===== config.mk =====
export PLATFORM = sky130hd
export DESIGN_NAME = wb_bus_arbiter_flat
export DESIGN_NICKNAME = d
export VERILOG_FILES = /design/src/rtl/wb_bus_arbiter_pkg.sv /design/src/rtl/wb_bus_arbiter_if.sv /design/src/rtl/wb_bus_arbiter_bus_timeout.sv /design/src/rtl/wb_bus_arbiter.sv /design/src/flat_wrapper.sv
export SDC_FILE = /design/constraint.sdc
export NUM_CORES = 1
export LEC_CHECK = 0
export ABC_AREA = 1
export ABC_CLOCK_PERIOD_IN_PS = 1400
export BUFFER_PORTS_ARGS = -buffer_cell sky130_fd_sc_hd__buf_4
export CORE_AREA = 3 3 108 110
export DETAILED_ROUTE_END_ITERATION = 10
export DIE_AREA = 0 0 111 113
export MAX_ROUTING_LAYER = met4
export PLACE_DENSITY_LB_ADDON = 0.12
export SLEW_MARGIN = 20
export SYNTH_ARGS = -nofsm -noshare
export SYNTH_HDL_FRONTEND = slang
export SYNTH_SLANG_ARGS = --single-unit

===== constraint.sdc =====
create_clock -name clk_i -period 1.4 [get_ports clk_i]
set_clock_uncertainty 0.05 [all_clocks]
set_input_delay 0.07 -clock clk_i [delete_from_list [all_inputs] [get_ports clk_i]]
set_output_delay 0.07 -clock clk_i [all_outputs]
set_load 0.01 [all_outputs]

===== src/rtl/wb_bus_arbiter_pkg.sv =====
// Shared types and constants for the two-master Wishbone arbiter.
package wb_bus_arbiter_pkg;
    typedef enum logic [1:0] {
        ARB_IDLE  = 2'b00,
        ARB_GNT_I = 2'b01,
        ARB_GNT_D = 2'b10
    } arb_state_e;

    localparam logic [3:0] WB_SEL_WORD = 4'hF;
    localparam logic GNT_IS_I = 1'b0;
    localparam logic GNT_IS_D = 1'b1;
endpackage


===== src/rtl/wb_bus_arbiter_if.sv =====
// Bus bundle: instruction/data master ports plus the shared slave-side port.
interface wb_bus_arbiter_if;
    logic        iwbs_cyc_i, iwbs_stb_i;
    logic [31:0] iwbs_addr_i, iwbs_dat_o;
    logic        iwbs_ack_o, iwbs_err_o;
    logic        dwbs_cyc_i, dwbs_stb_i, dwbs_we_i;
    logic [3:0]  dwbs_sel_i;
    logic [31:0] dwbs_addr_i, dwbs_dat_i, dwbs_dat_o;
    logic        dwbs_ack_o, dwbs_err_o;
    logic        wbm_cyc_o, wbm_stb_o, wbm_we_o;
    logic [3:0]  wbm_sel_o;
    logic [31:0] wbm_addr_o, wbm_dat_o, wbm_dat_i;
    logic        wbm_ack_i, wbm_err_i;

    // Arbiter view: it is the slave of both core ports.
    modport slave (
        input  iwbs_cyc_i, iwbs_stb_i, iwbs_addr_i,
        output iwbs_dat_o, iwbs_ack_o, iwbs_err_o,
        input  dwbs_cyc_i, dwbs_stb_i, dwbs_we_i, dwbs_sel_i, dwbs_addr_i, dwbs_dat_i,
        output dwbs_dat_o, dwbs_ack_o, dwbs_err_o,
        output wbm_cyc_o, wbm_stb_o, wbm_we_o, wbm_sel_o, wbm_addr_o, wbm_dat_o,
        input  wbm_dat_i, wbm_ack_i, wbm_err_i
    );

    // Environment view: core masters plus the downstream slave.
    modport master (
        output iwbs_cyc_i, iwbs_stb_i, iwbs_addr_i,
        input  iwbs_dat_o, iwbs_ack_o, iwbs_err_o,
        output dwbs_cyc_i, dwbs_stb_i, dwbs_we_i, dwbs_sel_i, dwbs_addr_i, dwbs_dat_i,
        input  dwbs_dat_o, dwbs_ack_o, dwbs_err_o,
        input  wbm_cyc_o, wbm_stb_o, wbm_we_o, wbm_sel_o, wbm_addr_o, wbm_dat_o,
        output wbm_dat_i, wbm_ack_i, wbm_err_i
    );
endinterface


===== src/rtl/wb_bus_arbiter_bus_timeout.sv =====
// Saturating cycle counter that flags a granted transfer waiting too long for a response.
module bus_timeout #(
    parameter int unsigned TIMEOUT_CYCLES = 255,
    parameter int unsigned CNT_W          = 8
) (
    input  logic clk_i,
    input  logic rst_i,
    input  logic clr_i,
    input  logic inc_i,
    input  logic rsp_i,
    output logic hit_o
);
    localparam bit              ENABLE  = (TIMEOUT_CYCLES != 0);
    localparam logic [CNT_W-1:0] HIT_VAL = CNT_W'((TIMEOUT_CYCLES == 0) ? 0 : TIMEOUT_CYCLES - 1);

    logic [CNT_W-1:0] cnt_q, cnt_d;

    always_comb begin
        cnt_d = cnt_q;
        if (clr_i)
            cnt_d = '0;
        else if (inc_i && (cnt_q != '1))
            cnt_d = cnt_q + 1'b1;
    end

    always_ff @(posedge clk_i) begin
        if (!rst_i) cnt_q <= '0;
        else        cnt_q <= cnt_d;
    end

    // A response landing on the deadline cycle wins over the timeout.
    assign hit_o = ENABLE && (cnt_q == HIT_VAL) && !rsp_i;
endmodule


===== src/rtl/wb_bus_arbiter.sv =====
// Round-robin arbiter sharing one Wishbone classic slave port between the
// core's instruction and data masters, with bus-timeout abort.
module wb_bus_arbiter
    import wb_bus_arbiter_pkg::*;
#(
    parameter int unsigned TIMEOUT_CYCLES = 255,
    parameter int unsigned CNT_W          = 8
) (
    input logic          clk_i,
    input logic          rst_i,
    wb_bus_arbiter_if.slave bus
);
    arb_state_e state_q, state_d;
    logic       last_gnt_q, last_gnt_d;
    logic       req_i, req_d, rsp, tmo_hit, tmo_clr, tmo_inc;

    assign req_i   = bus.iwbs_cyc_i & bus.iwbs_stb_i;
    assign req_d   = bus.dwbs_cyc_i & bus.dwbs_stb_i;
    assign rsp     = bus.wbm_ack_i | bus.wbm_err_i;
    assign tmo_inc = (state_q != ARB_IDLE) & ~rsp;

    assign bus.iwbs_dat_o = bus.wbm_dat_i;
    assign bus.dwbs_dat_o = bus.wbm_dat_i;

    bus_timeout #(
        .TIMEOUT_CYCLES(TIMEOUT_CYCLES),
        .CNT_W         (CNT_W)
    ) u_tmo (
        .clk_i(clk_i),
        .rst_i(rst_i),
        .clr_i(tmo_clr),
        .inc_i(tmo_inc),
        .rsp_i(rsp),
        .hit_o(tmo_hit)
    );

    always_comb begin
        state_d        = state_q;
        last_gnt_d     = last_gnt_q;
        tmo_clr        = 1'b1;
        bus.wbm_cyc_o  = 1'b0;
        bus.wbm_stb_o  = 1'b0;
        bus.wbm_we_o   = 1'b0;
        bus.wbm_sel_o  = '0;
        bus.wbm_addr_o = '0;
        bus.wbm_dat_o  = '0;
        bus.iwbs_ack_o = 1'b0;
        bus.iwbs_err_o = 1'b0;
        bus.dwbs_ack_o = 1'b0;
        bus.dwbs_err_o = 1'b0;
        case (state_q)
            ARB_IDLE: begin
                // On contention the master that did not go last wins.
                if (req_i && req_d)
                    state_d = (last_gnt_q == GNT_IS_D) ? ARB_GNT_I : ARB_GNT_D;
                else if (req_i)
                    state_d = ARB_GNT_I;
                else if (req_d)
                    state_d = ARB_GNT_D;
            end
            ARB_GNT_I: begin
                tmo_clr        = 1'b0;
                bus.wbm_cyc_o  = bus.iwbs_cyc_i & ~tmo_hit;
                bus.wbm_stb_o  = bus.iwbs_stb_i & ~tmo_hit;
                bus.wbm_sel_o  = WB_SEL_WORD;
                bus.wbm_addr_o = bus.iwbs_addr_i;
                bus.iwbs_ack_o = bus.wbm_ack_i & ~bus.wbm_err_i;
                bus.iwbs_err_o = bus.wbm_err_i | tmo_hit;
                if (rsp || tmo_hit || !bus.iwbs_cyc_i) begin
                    state_d    = ARB_IDLE;
                    last_gnt_d = GNT_IS_I;
                    tmo_clr    = 1'b1;
                end
            end
            ARB_GNT_D: begin
                tmo_clr        = 1'b0;
                bus.wbm_cyc_o  = bus.dwbs_cyc_i & ~tmo_hit;
                bus.wbm_stb_o  = bus.dwbs_stb_i & ~tmo_hit;
                bus.wbm_we_o   = bus.dwbs_we_i;
                bus.wbm_sel_o  = bus.dwbs_sel_i;
                bus.wbm_addr_o = bus.dwbs_addr_i;
                bus.wbm_dat_o  = bus.dwbs_dat_i;
                bus.dwbs_ack_o = bus.wbm_ack_i & ~bus.wbm_err_i;
                bus.dwbs_err_o = bus.wbm_err_i | tmo_hit;
                if (rsp || tmo_hit || !bus.dwbs_cyc_i) begin
                    state_d    = ARB_IDLE;
                    last_gnt_d = GNT_IS_D;
                    tmo_clr    = 1'b1;
                end
            end
            default: state_d = ARB_IDLE;
        endcase
    end

    always_ff @(posedge clk_i) begin
        if (!rst_i) begin
            state_q    <= ARB_IDLE;
            last_gnt_q <= GNT_IS_I;
        end else begin
            state_q    <= state_d;
            last_gnt_q <= last_gnt_d;
        end
    end
endmodule


===== src/flat_wrapper.sv =====
// flat-port wrapper written by rule: the top's interface ports become plain ports
module wb_bus_arbiter_flat import wb_bus_arbiter_pkg::*;
#(
    parameter int unsigned TIMEOUT_CYCLES = 255,
    parameter int unsigned CNT_W          = 8
)
  (clk_i, rst_i, bus_iwbs_cyc_i, bus_iwbs_stb_i, bus_iwbs_addr_i, bus_iwbs_dat_o, bus_iwbs_ack_o, bus_iwbs_err_o, bus_dwbs_cyc_i, bus_dwbs_stb_i, bus_dwbs_we_i, bus_dwbs_sel_i, bus_dwbs_addr_i, bus_dwbs_dat_i, bus_dwbs_dat_o, bus_dwbs_ack_o, bus_dwbs_err_o, bus_wbm_cyc_o, bus_wbm_stb_o, bus_wbm_we_o, bus_wbm_sel_o, bus_wbm_addr_o, bus_wbm_dat_o, bus_wbm_dat_i, bus_wbm_ack_i, bus_wbm_err_i);
  wb_bus_arbiter_if bus_i ();
  input logic clk_i;
  input logic rst_i;
  input wire logic [$bits(bus_i.iwbs_cyc_i)-1:0] bus_iwbs_cyc_i;
  input wire logic [$bits(bus_i.iwbs_stb_i)-1:0] bus_iwbs_stb_i;
  input wire logic [$bits(bus_i.iwbs_addr_i)-1:0] bus_iwbs_addr_i;
  output wire logic [$bits(bus_i.iwbs_dat_o)-1:0] bus_iwbs_dat_o;
  output wire logic [$bits(bus_i.iwbs_ack_o)-1:0] bus_iwbs_ack_o;
  output wire logic [$bits(bus_i.iwbs_err_o)-1:0] bus_iwbs_err_o;
  input wire logic [$bits(bus_i.dwbs_cyc_i)-1:0] bus_dwbs_cyc_i;
  input wire logic [$bits(bus_i.dwbs_stb_i)-1:0] bus_dwbs_stb_i;
  input wire logic [$bits(bus_i.dwbs_we_i)-1:0] bus_dwbs_we_i;
  input wire logic [$bits(bus_i.dwbs_sel_i)-1:0] bus_dwbs_sel_i;
  input wire logic [$bits(bus_i.dwbs_addr_i)-1:0] bus_dwbs_addr_i;
  input wire logic [$bits(bus_i.dwbs_dat_i)-1:0] bus_dwbs_dat_i;
  output wire logic [$bits(bus_i.dwbs_dat_o)-1:0] bus_dwbs_dat_o;
  output wire logic [$bits(bus_i.dwbs_ack_o)-1:0] bus_dwbs_ack_o;
  output wire logic [$bits(bus_i.dwbs_err_o)-1:0] bus_dwbs_err_o;
  output wire logic [$bits(bus_i.wbm_cyc_o)-1:0] bus_wbm_cyc_o;
  output wire logic [$bits(bus_i.wbm_stb_o)-1:0] bus_wbm_stb_o;
  output wire logic [$bits(bus_i.wbm_we_o)-1:0] bus_wbm_we_o;
  output wire logic [$bits(bus_i.wbm_sel_o)-1:0] bus_wbm_sel_o;
  output wire logic [$bits(bus_i.wbm_addr_o)-1:0] bus_wbm_addr_o;
  output wire logic [$bits(bus_i.wbm_dat_o)-1:0] bus_wbm_dat_o;
  input wire logic [$bits(bus_i.wbm_dat_i)-1:0] bus_wbm_dat_i;
  input wire logic [$bits(bus_i.wbm_ack_i)-1:0] bus_wbm_ack_i;
  input wire logic [$bits(bus_i.wbm_err_i)-1:0] bus_wbm_err_i;
  assign bus_i.iwbs_cyc_i = bus_iwbs_cyc_i;
  assign bus_i.iwbs_stb_i = bus_iwbs_stb_i;
  assign bus_i.iwbs_addr_i = bus_iwbs_addr_i;
  assign bus_iwbs_dat_o = bus_i.iwbs_dat_o;
  assign bus_iwbs_ack_o = bus_i.iwbs_ack_o;
  assign bus_iwbs_err_o = bus_i.iwbs_err_o;
  assign bus_i.dwbs_cyc_i = bus_dwbs_cyc_i;
  assign bus_i.dwbs_stb_i = bus_dwbs_stb_i;
  assign bus_i.dwbs_we_i = bus_dwbs_we_i;
  assign bus_i.dwbs_sel_i = bus_dwbs_sel_i;
  assign bus_i.dwbs_addr_i = bus_dwbs_addr_i;
  assign bus_i.dwbs_dat_i = bus_dwbs_dat_i;
  assign bus_dwbs_dat_o = bus_i.dwbs_dat_o;
  assign bus_dwbs_ack_o = bus_i.dwbs_ack_o;
  assign bus_dwbs_err_o = bus_i.dwbs_err_o;
  assign bus_wbm_cyc_o = bus_i.wbm_cyc_o;
  assign bus_wbm_stb_o = bus_i.wbm_stb_o;
  assign bus_wbm_we_o = bus_i.wbm_we_o;
  assign bus_wbm_sel_o = bus_i.wbm_sel_o;
  assign bus_wbm_addr_o = bus_i.wbm_addr_o;
  assign bus_wbm_dat_o = bus_i.wbm_dat_o;
  assign bus_i.wbm_dat_i = bus_wbm_dat_i;
  assign bus_i.wbm_ack_i = bus_wbm_ack_i;
  assign bus_i.wbm_err_i = bus_wbm_err_i;
  wb_bus_arbiter #(.TIMEOUT_CYCLES(TIMEOUT_CYCLES), .CNT_W(CNT_W)) u_core (.clk_i(clk_i), .rst_i(rst_i), .bus(bus_i));
endmodule

=== After elaboration in Yosys (flattened, before gate mapping) ===
Index checks and enable logic that the tools add are counted.

* Flip-flop bits (word level): 11
* Input bits: 141
* Output and inout bits: 139
* Logic and storage cells: 63

* $add $sub $neg: 1
* Equal/unequal tests: 7
* Muxes and demuxes: 23
* Bitwise gates (word level): 14
* Reductions and logical operators: 15

{| class="wikitable"
|+ Operators with widths
! kind !! number
|-
| one-hot mux 32 bit (2 select lines) || 1
|-
| 2-to-1 mux 32 bit || 1
|-
| 2-to-1 mux 2 bit || 6
|-
| 2-to-1 mux 1 bit || 9
|-
| adder 8 x 1 -> 8 bit (second input constant) || 1
|-
| AND 1 bit || 8
|-
| equality test 8 bit (second input constant) || 1
|-
| != test 8 bit (second input constant) || 1
|-
| one-hot mux 1 bit (2 select lines) || 4
|-
| one-hot mux 4 bit (2 select lines) || 1
|-
| one-hot mux 2 bit (3 select lines) || 1
|-
| AND reduction 3 bit || 2
|-
| != test 2 x 1 -> 1 bit (second input constant) || 2
|-
| != test 4 x 1 -> 1 bit (second input constant) || 1
|-
| inverter 1 bit || 4
|-
| nonzero test 2 bit || 2
|-
| logical AND 1 bit || 3
|-
| logical NOT 1 bit || 3
|-
| logical OR 1 bit || 3
|-
| equality test 2 x 1 -> 1 bit (second input constant) || 1
|-
| equality test 2 bit (second input constant) || 1
|-
| logical NOT 2 bit || 1
|-
| bitwise OR 1 bit || 2
|-
| OR reduction 2 bit || 1
|}

=== Depth between registers and ports, before layout ===
Gate-level depths: netlist (run 1).

* Word-level depth: 8
* Depth in mapped cells: 10
* Mapped depth without buffers: 10

=== By module ===
From an unflattened synthesis (run 1), not the netlist that was laid out.

* Cell total of the unflattened synthesis: 375
* Area total of the unflattened synthesis: 2059.5 um2

{| class="wikitable"
|+ By module, submodules not included
! module !! instances !! cells an instance !! area an instance (um2) !! seq. area each (um2)
|-
| wb_bus_arbiter || 1 || 304 || 1591.5 || 60.1
|-
| bus_timeout || 1 || 71 || 467.9 || 160.2
|}

=== Worst setup path before layout (run 1) ===
No wires, ideal clock.

* Path type: register -> register
* From: reg u_core.state_q[0]
* To: reg u_core.u_tmo.cnt_q[3]
* Setup time: 0.116 ns
* Arrival: 1.265 ns
* Setup slack: -0.031 ns
* Stages on the path, launching flop included: 9
* Path buffers: 0
* Clock period less this slack: 1.431 ns
* Cell sequence: dfxtp_1 -> inv_1 -> ha_1 -> nor3_2 -> nand2_4 -> inv_2 -> nand2_1 -> xor2_1 -> nor2_1

* Longest elaborated chain between the ends: 3
* Elaborated cells between the ends (all ways): 7
* Those cells by class: eq/ne (2); mux (1); bitwise (1); reduce/logical (3)

{| class="wikitable"
|+ RTL lines
! element !! line !! source
|-
| start: declaration || wb_bus_arbiter.sv:13 || <nowiki>arb_state_e state_q, state_d;</nowiki>
|-
| start signal: assignment || wb_bus_arbiter.sv:100 || <nowiki>state_q <= state_d;</nowiki>
|-
| equality test 2 bit, or another cell as far along || wb_bus_arbiter.sv:51 || <nowiki>case (state_q)</nowiki>
|-
| one-hot mux 1 bit (2 select lines) or AND 1 bit (tied branches) || wb_bus_arbiter.sv:51, wb_bus_arbiter.sv:20 ||
|-
| OR reduction 2 bit (no line) or logical AND 1 bit (tied branches) || -- ||
|-
| end signal: assignment || wb_bus_arbiter_bus_timeout.sv:28 || <nowiki>else cnt_q <= cnt_d;</nowiki>
|-
| end: declaration || wb_bus_arbiter_bus_timeout.sv:16 || <nowiki>logic [CNT_W-1:0] cnt_q, cnt_d;</nowiki>
|}

Several ways; a longest one is shown, not always the timed one.
A chain may end at the register's enable or synchronous reset.

=== Worst setup path after layout (run 1) ===
* From: reg u_core.state_q[0]
* To: out bus_wbm_sel_o[3]

* Longest elaborated chain between the ends: 2
* Elaborated cells between the ends (all ways): 3
* Those cells by class: eq/ne (2); mux (1)

{| class="wikitable"
|+ RTL lines
! element !! line !! source
|-
| equality test 2 bit or equality test 2 x 1 -> 1 bit (tied branches) || wb_bus_arbiter.sv:51 ||
|-
| one-hot mux 4 bit (2 select lines) * || wb_bus_arbiter.sv:51 ||
|-
| end: declaration || flat_wrapper.sv:29 || <nowiki>output wire logic [$bits(bus_i.wbm_sel_o)-1:0] bus_wbm_sel_o;</nowiki>
|}

Mark *: on every way between the ends. The rest lies on a longest branch, timed or not.

==> impl_metrics.toml, run 1 <==
[worst_hold_path]
hp-start = "rst_i"
min_path_cells = 3
min_path_type = "input pin to flop"

[route]
viasPerCell = 4.16
drt-total-wl_mm = 9.12
drc = 0
postRouteAntennaNets = 0
drt-wirelength-per-cell_um = 13.8
drt-pass1-iter-count = 4
via_count = 2742
drtIter0Drc = 90

[finish]
drive_gt1_frac = 0.642
fill_cells = 1156
diodes = 0
instances_no_fill = 659
areaGrowthSynthToFinish_pct = 103
nets = 666

[synthesis]
synth-seq-cells = 11
synth_nets = 513
synth_enable_flop_cells = 0
ys_seq_area_frac = 0.107
synthArstFlopShare = 0
syn-instance-count = 367
synth.cell_area_sq_um = 2050
ys_warn_count = 0
synth-main-ff-cell = "dfxtp_1"
synth.distinct_cells = 29
syn_area_per_cell_sq_um = 5.59

[timing]
worst_pin_slew_ns = 0.381
rsz0062_at_grt = "true"
timing.hold.ws_ns = 0.0447
finalCritPeriodShare = 1.13
clock.fmax_mhz = 631
hold_violations = 0
final-max-slew-violation-count = 0
finalSetupViolations = 82
period_minus_slack_ns = 1.58
fin_ws_ns = -0.184
relSlewSlack = 0.746

[floorplanning]
fp.dieH_um = 113
core-area_sq_um = 10800
rows = 38
die_area_sq_um = 12500
start_util = 0.190
io_pins = 280
die_w_um = 111

[pwr]
leakage_nw = 2.14
powerDensity_nw_per_um2 = 959
finalPower_w = 0.00399
ir_worst_vdd_v = 0.000729

[placed_design]
dp_cells = 639
dpl.hpwl_mm = 6.96
routabilityCongestion = 0.823
port-buffer-count = 183

[global_route]
overflow = 0
grt_pass1_wl_mm = 13.4
grt_max_degree = 33
grt_usage = 0.131
antenna_found_initial = 0
grt_pass1_vias = 2603

[worst_setup_path]
critical_path_arrival_ns = 1.46
startpoint = "u_core.state_q[0]"
worstPathRequired_ns = 1.28
cp-start-kind = "flop"
cp_cell_sequence = "buf_6 -> ha_4 -> buf_6 -> clkinvlp_4 -> a21oi_2 -> buf_4"
crit_path_frequent_cell = "buf_6"
r2r-start = "u_core.state_q[1]"
reg2reg_depth = 7
path_class = "flop to output pin"
cpPeakStageDelay_ns = 0.36
end_kind = "output pin"
critPathSlowestCell = "dfxtp_2"
crit_fanout = 6

[clock_tree]
clock_path_buffers = 2
cts_made_buffers = 3
cts.sinks = 11
path_clk_slew_ns = 0.06
clock_latency_ns = 0.24
root_buffer = "clkbuf_8"
htree_levels = 1
cts_tree = "done"

[status]
violations = "negative setup slack"
status = "complete, but fails checks"

[flow_run]
drv_cap = 0
per-layer routing:
| layer | vias to the layer above | share of wire | wire length (um) | GRT usage |
|---|---|---|---|---|
| li1 | 1352 | - | - | - |
| met1 | 1227 | 0.36 | 3300 | 0.140 |
| met2 | 150 | 0.55 | 4980 | 0.250 |
| met3 | 13 | 0.084 | 764 | 0.0374 |
| met4 | 0 | 0.0082 | 75 | 0.0140 |
| met5 | - | 0 | 0 | - |
placed cells by master (no fill, tap or decap), types with 8 or more instances in the layout:
cell type / n
a21oi_2: 31
nor2_1: 8
nand2_1: 112
buf_6: 28
buf_4: 188
inv_2: 8
inv_1: 40
stage by stage:
stage / area [sq um] / setup slack (ns) / setup TNS (ns) / util
after floorplan: 2050 / 0.00185 / 0 / -
after global placement: 3320 / -0.225 / -3.33 / 0.308
after detailed placement: 3320 / -0.215 / -3.15 / 0.308
after CTS: 3800 / -0.194 / -8.76 / 0.352
after global routing: 4160 / -0.249 / -14.63 / 0.386
final: 4160 / -0.184 / -8.51 / 0.386
timing repair:
action | in CTS | in global routing
pin swaps | 11 | 23
setup buffers | 8 | 4
gates resized for setup | 88 | 71
gates cloned | 1 | 3
hold buffers | 0 | 0
endpoints found under the setup margin | 86 | 86
power by group:
| part | switching, W | internal (W) |
|---|---|---|
| Clock | 0.000131 | 0.000201 |
| Sequential | 0.0000248 | 0.000343 |
| Combinational | 0.00160 | 0.00169 |
sequential cells by signal (all words and copies together), names as in the netlist:
name and flops:
u_core.u_tmo.cnt_q 8, u_core.state_q 2, u_core.last_gnt_q 1
cell families (layout without fill, tap and decap cells):
kind of cell             Yosys count  after routing  share of synthesized area
flip-flops                        11             11                      0.107
XOR/XNOR                           7              7                     0.0299
adder cells (fa/ha/maj)            5              5                     0.0305
buffers and inverters            134            286                      0.364
AO/OA/AOI/OAI                     44             44                      0.114
multiplexers                       1              1                    0.00488
AND/OR/NAND/NOR                  165            165                      0.349
worst max-delay path: cells and delay by family, from the launching register on:
kind            cells  cell delay (ns)
fa+ha+maj           1             0.16
flops               1             0.36
compound gates      1             0.17
buf+inv             4             0.52
cells in the mapped netlist, types with 2 or more instances:
master	n	area share
nand2_1	122	0.22
buf_4	64	0.23
inv_1	53	0.097
a21oi_1	39	0.095
nor2_1	15	0.027
dfxtp_1	11	0.11
xor2_1	7	0.030
buf_1	6	0.011
clkbuf_1	5	0.0091
ha_1	5	0.030
nand3_1	5	0.012
buf_2	4	0.0098
nand2_2	3	0.0091
nand3_2	3	0.015
nand4_1	3	0.0091
nor2_2	3	0.0091
nor3_1	3	0.0073
inv_2	2	0.0037
nand4_2	2	0.012
o2111ai_1	2	0.0085
or2_2	2	0.0061
path summary, 6_finish.rpt:
kind,end,slack (ns)
worst max-delay path,bus_wbm_sel_o[3],-0.18
worst min register to register,u_core.last_gnt_q,0.47
worst min-delay path,u_core.state_q[0],0.04
worst max register to register,u_core.u_tmo.cnt_q[1],-0.07
final cells by class:
type,instances,area [sq um],share of cell area
sequential,11,230,0.0553
inverter,55,230,0.0553
clock buffer,4,45.0,0.0108
multi-input combinational,222,1510,0.363
timing repair buffer,227,1970,0.474
tap,140,175,0.0421
(Power assumes the default switching activity.)
==> run 2: changes to the inputs <==
--- a/constraint.sdc
+++ b/constraint.sdc
@@ -4,2 +4,2 @@
 set_output_delay 0.07 -clock clk_i [all_outputs]
-set_load 0.01 [all_outputs]
+set_load 0.005 [all_outputs]
==> run 2 against run 1 <==
- the flow still finishes with violations (negative setup slack)
- final cell count decreased by 0.30%
- clock-buffer cell count stayed put
- core utilization is 1.4 points lower
- wire length unchanged
- critical path depth stayed put
- register-to-register slack better by 0.02 ns
- flip-flop and latch count stayed put
- critical path type unchanged
- critical endpoint unchanged
==> impl_metrics.toml, run 2 (same netlist as run 1, synthesis figures left out) <==
[global_route]
antenna_found_initial = 0
grt_pass1_wl_mm = 13.5
overflow = 0
grt_usage = 0.134
grt_max_degree = 24
grt_pass1_vias = 2661

[worst_setup_path]
crit_fanout = 6
worstSetupEndpoint = "bus_wbm_sel_o[3]"
critical_path_arrival_ns = 1.43
regToRegEndpoint = "u_core.u_tmo.cnt_q[3]"
startpoint = "u_core.state_q[0]"
cp-start-kind = "flop"
worstPathRequired_ns = 1.28
reg2reg_depth = 7
path_class = "flop to output pin"
r2r_slack_ns = -0.05
r2r-start = "u_core.state_q[1]"
end_kind = "output pin"

[timing]
finalSetupViolations = 72
hold_violations = 0
fin_ws_ns = -0.151
worst_pin_slew_ns = 0.374
relSlewSlack = 0.750
finalCritPeriodShare = 1.11
rsz0062_at_grt = "true"
clock.fmax_mhz = 645
period_minus_slack_ns = 1.55
final-max-slew-violation-count = 0
setup_tns_ns = -7.12
timing.hold.ws_ns = 0.0568

[clock_tree]
clock_path_buffers = 2
root_buffer = "clkbuf_8"
cts_tree = "done"
cts-hold-fix-buffers = 0
path_clk_slew_ns = 0.05
cts.sinks = 11
clock_latency_ns = 0.24
cts_made_buffers = 3
htree_levels = 1

[finish]
nets = 664
diodes = 0
drive_gt1_frac = 0.617
largest_reg_flops = 8
regMostFlops = "u_core.u_tmo.cnt_q"
top_regs = "u_core.u_tmo.cnt_q: 8 flops, u_core.state_q: 2 flops, u_core.last_gnt_q: 1 flops"
final_common_cell = "buf_4"
areaGrowthSynthToFinish_pct = 95.4
stdcell_area_sq_um = 4010
fill_cells = 1167
final_cell_mix = "buf_4, nand2_1, inv_1"

[worst_hold_path]
min_path_type = "input pin to flop"
min_path_cells = 3

[route]
via_count = 2724
drt-pass1-iter-count = 4
drc = 0
postRouteAntennaNets = 0
drt-total-wl_mm = 9.12
viasPerCell = 4.15
drt-wirelength-per-cell_um = 13.9
drtIter0Drc = 79

[floorplanning]
rows = 38
die_area_sq_um = 12500
core-area_sq_um = 10800
start_util = 0.190
die_w_um = 111
fp.dieH_um = 113
io_pins = 280

[pwr]
ir_worst_vdd_v = 0.000497
powerDensity_nw_per_um2 = 918
finalPower_w = 0.00368
leakage_nw = 2.10

[placed_design]
dpl.hpwl_mm = 7.06
routabilityCongestion = 0.843
dpl_cell_area_sq_um = 3300
port-buffer-count = 183

[status]
violations = "negative setup slack"
status = "complete, but fails checks"

[flow_run]
drv_cap = 0
-- run 2: changes by cell type in the layout (fill, tap and decap cells not counted), moves of 3 or more --
cell     previous run  this run
buf_4             188       203
inv_2               8         3
inv_1              40        45
a21oi_4             7         4
nand2_1           112       118
buf_6              28        11
nand2_4             7         3
a21oi_2            31        35
-- run 2: worst min path at each step --
stage | end | start | slack [ns]
final | u_core.state_q[0] | rst_i | 0.06
after CTS | u_core.state_q[0] | rst_i | 0.05
after floorplan | bus_dwbs_ack_o | bus_wbm_err_i | 0.13
after global placement | bus_dwbs_dat_o[5] | bus_wbm_dat_i[5] | 0.09
after global routing | u_core.state_q[1] | rst_i | 0.06
after detailed placement | bus_dwbs_dat_o[5] | bus_wbm_dat_i[5] | 0.09
-- run 2: metal layers --
layer  vias to the layer above  GRT usage  wire (um)
met3                        15     0.0401        744
met4                         0     0.0246        116
met2                       134      0.251       4820
met1                      1227      0.140       3440
li1                       1348          -          -
met5                         -          -          0
-- run 2: repair_timing --
action	CTS	global route
pin swaps	17	16
gates resized for setup	103	28
endpoints found under the setup margin	86	86
gates cloned	1	3
setup buffers	6	3
-- run 2: stage by stage --
stage          cells  utilization  setup WS [ns]
3_5_place_dp     641        0.306         -0.147
5_1_grt          657        0.372         -0.232
4_1_cts          652        0.357         -0.169
3_3_place_gp     641        0.306         -0.129
2_1_floorplan    367            -         0.0369
6_report         657        0.372         -0.151
-- run 2: critical path: stages (launching register included) --
cell        delay (ns)
dfxtp_2           0.35
buf_6             0.10
ha_4              0.15
buf_6             0.11
clkinvlp_4        0.17
a21oi_2           0.18
buf_4             0.12
-- run 2: where the power goes --
part | switching, W | leakage [nW] | total, W | internal, W
Sequential | 0.0000301 | 0.0915 | 0.000373 | 0.000343
Combinational | 0.00140 | 1.99 | 0.00298 | 0.00158
Clock | 0.000128 | 0.0228 | 0.000328 | 0.000201
Total | 0.00156 | 2.10 | 0.00368 | 0.00213
-- run 2: cell type report --
| cell class | count | area, sq um | share of cell area |
|---|---|---|---|
| clock buffer | 4 | 45.0 | 0.0112 |
| inverter | 55 | 233 | 0.0580 |
| multi-input combinational | 222 | 1450 | 0.362 |
| sequential | 11 | 230 | 0.0574 |
| tap | 140 | 175 | 0.0437 |
| timing repair buffer | 225 | 1880 | 0.468 |
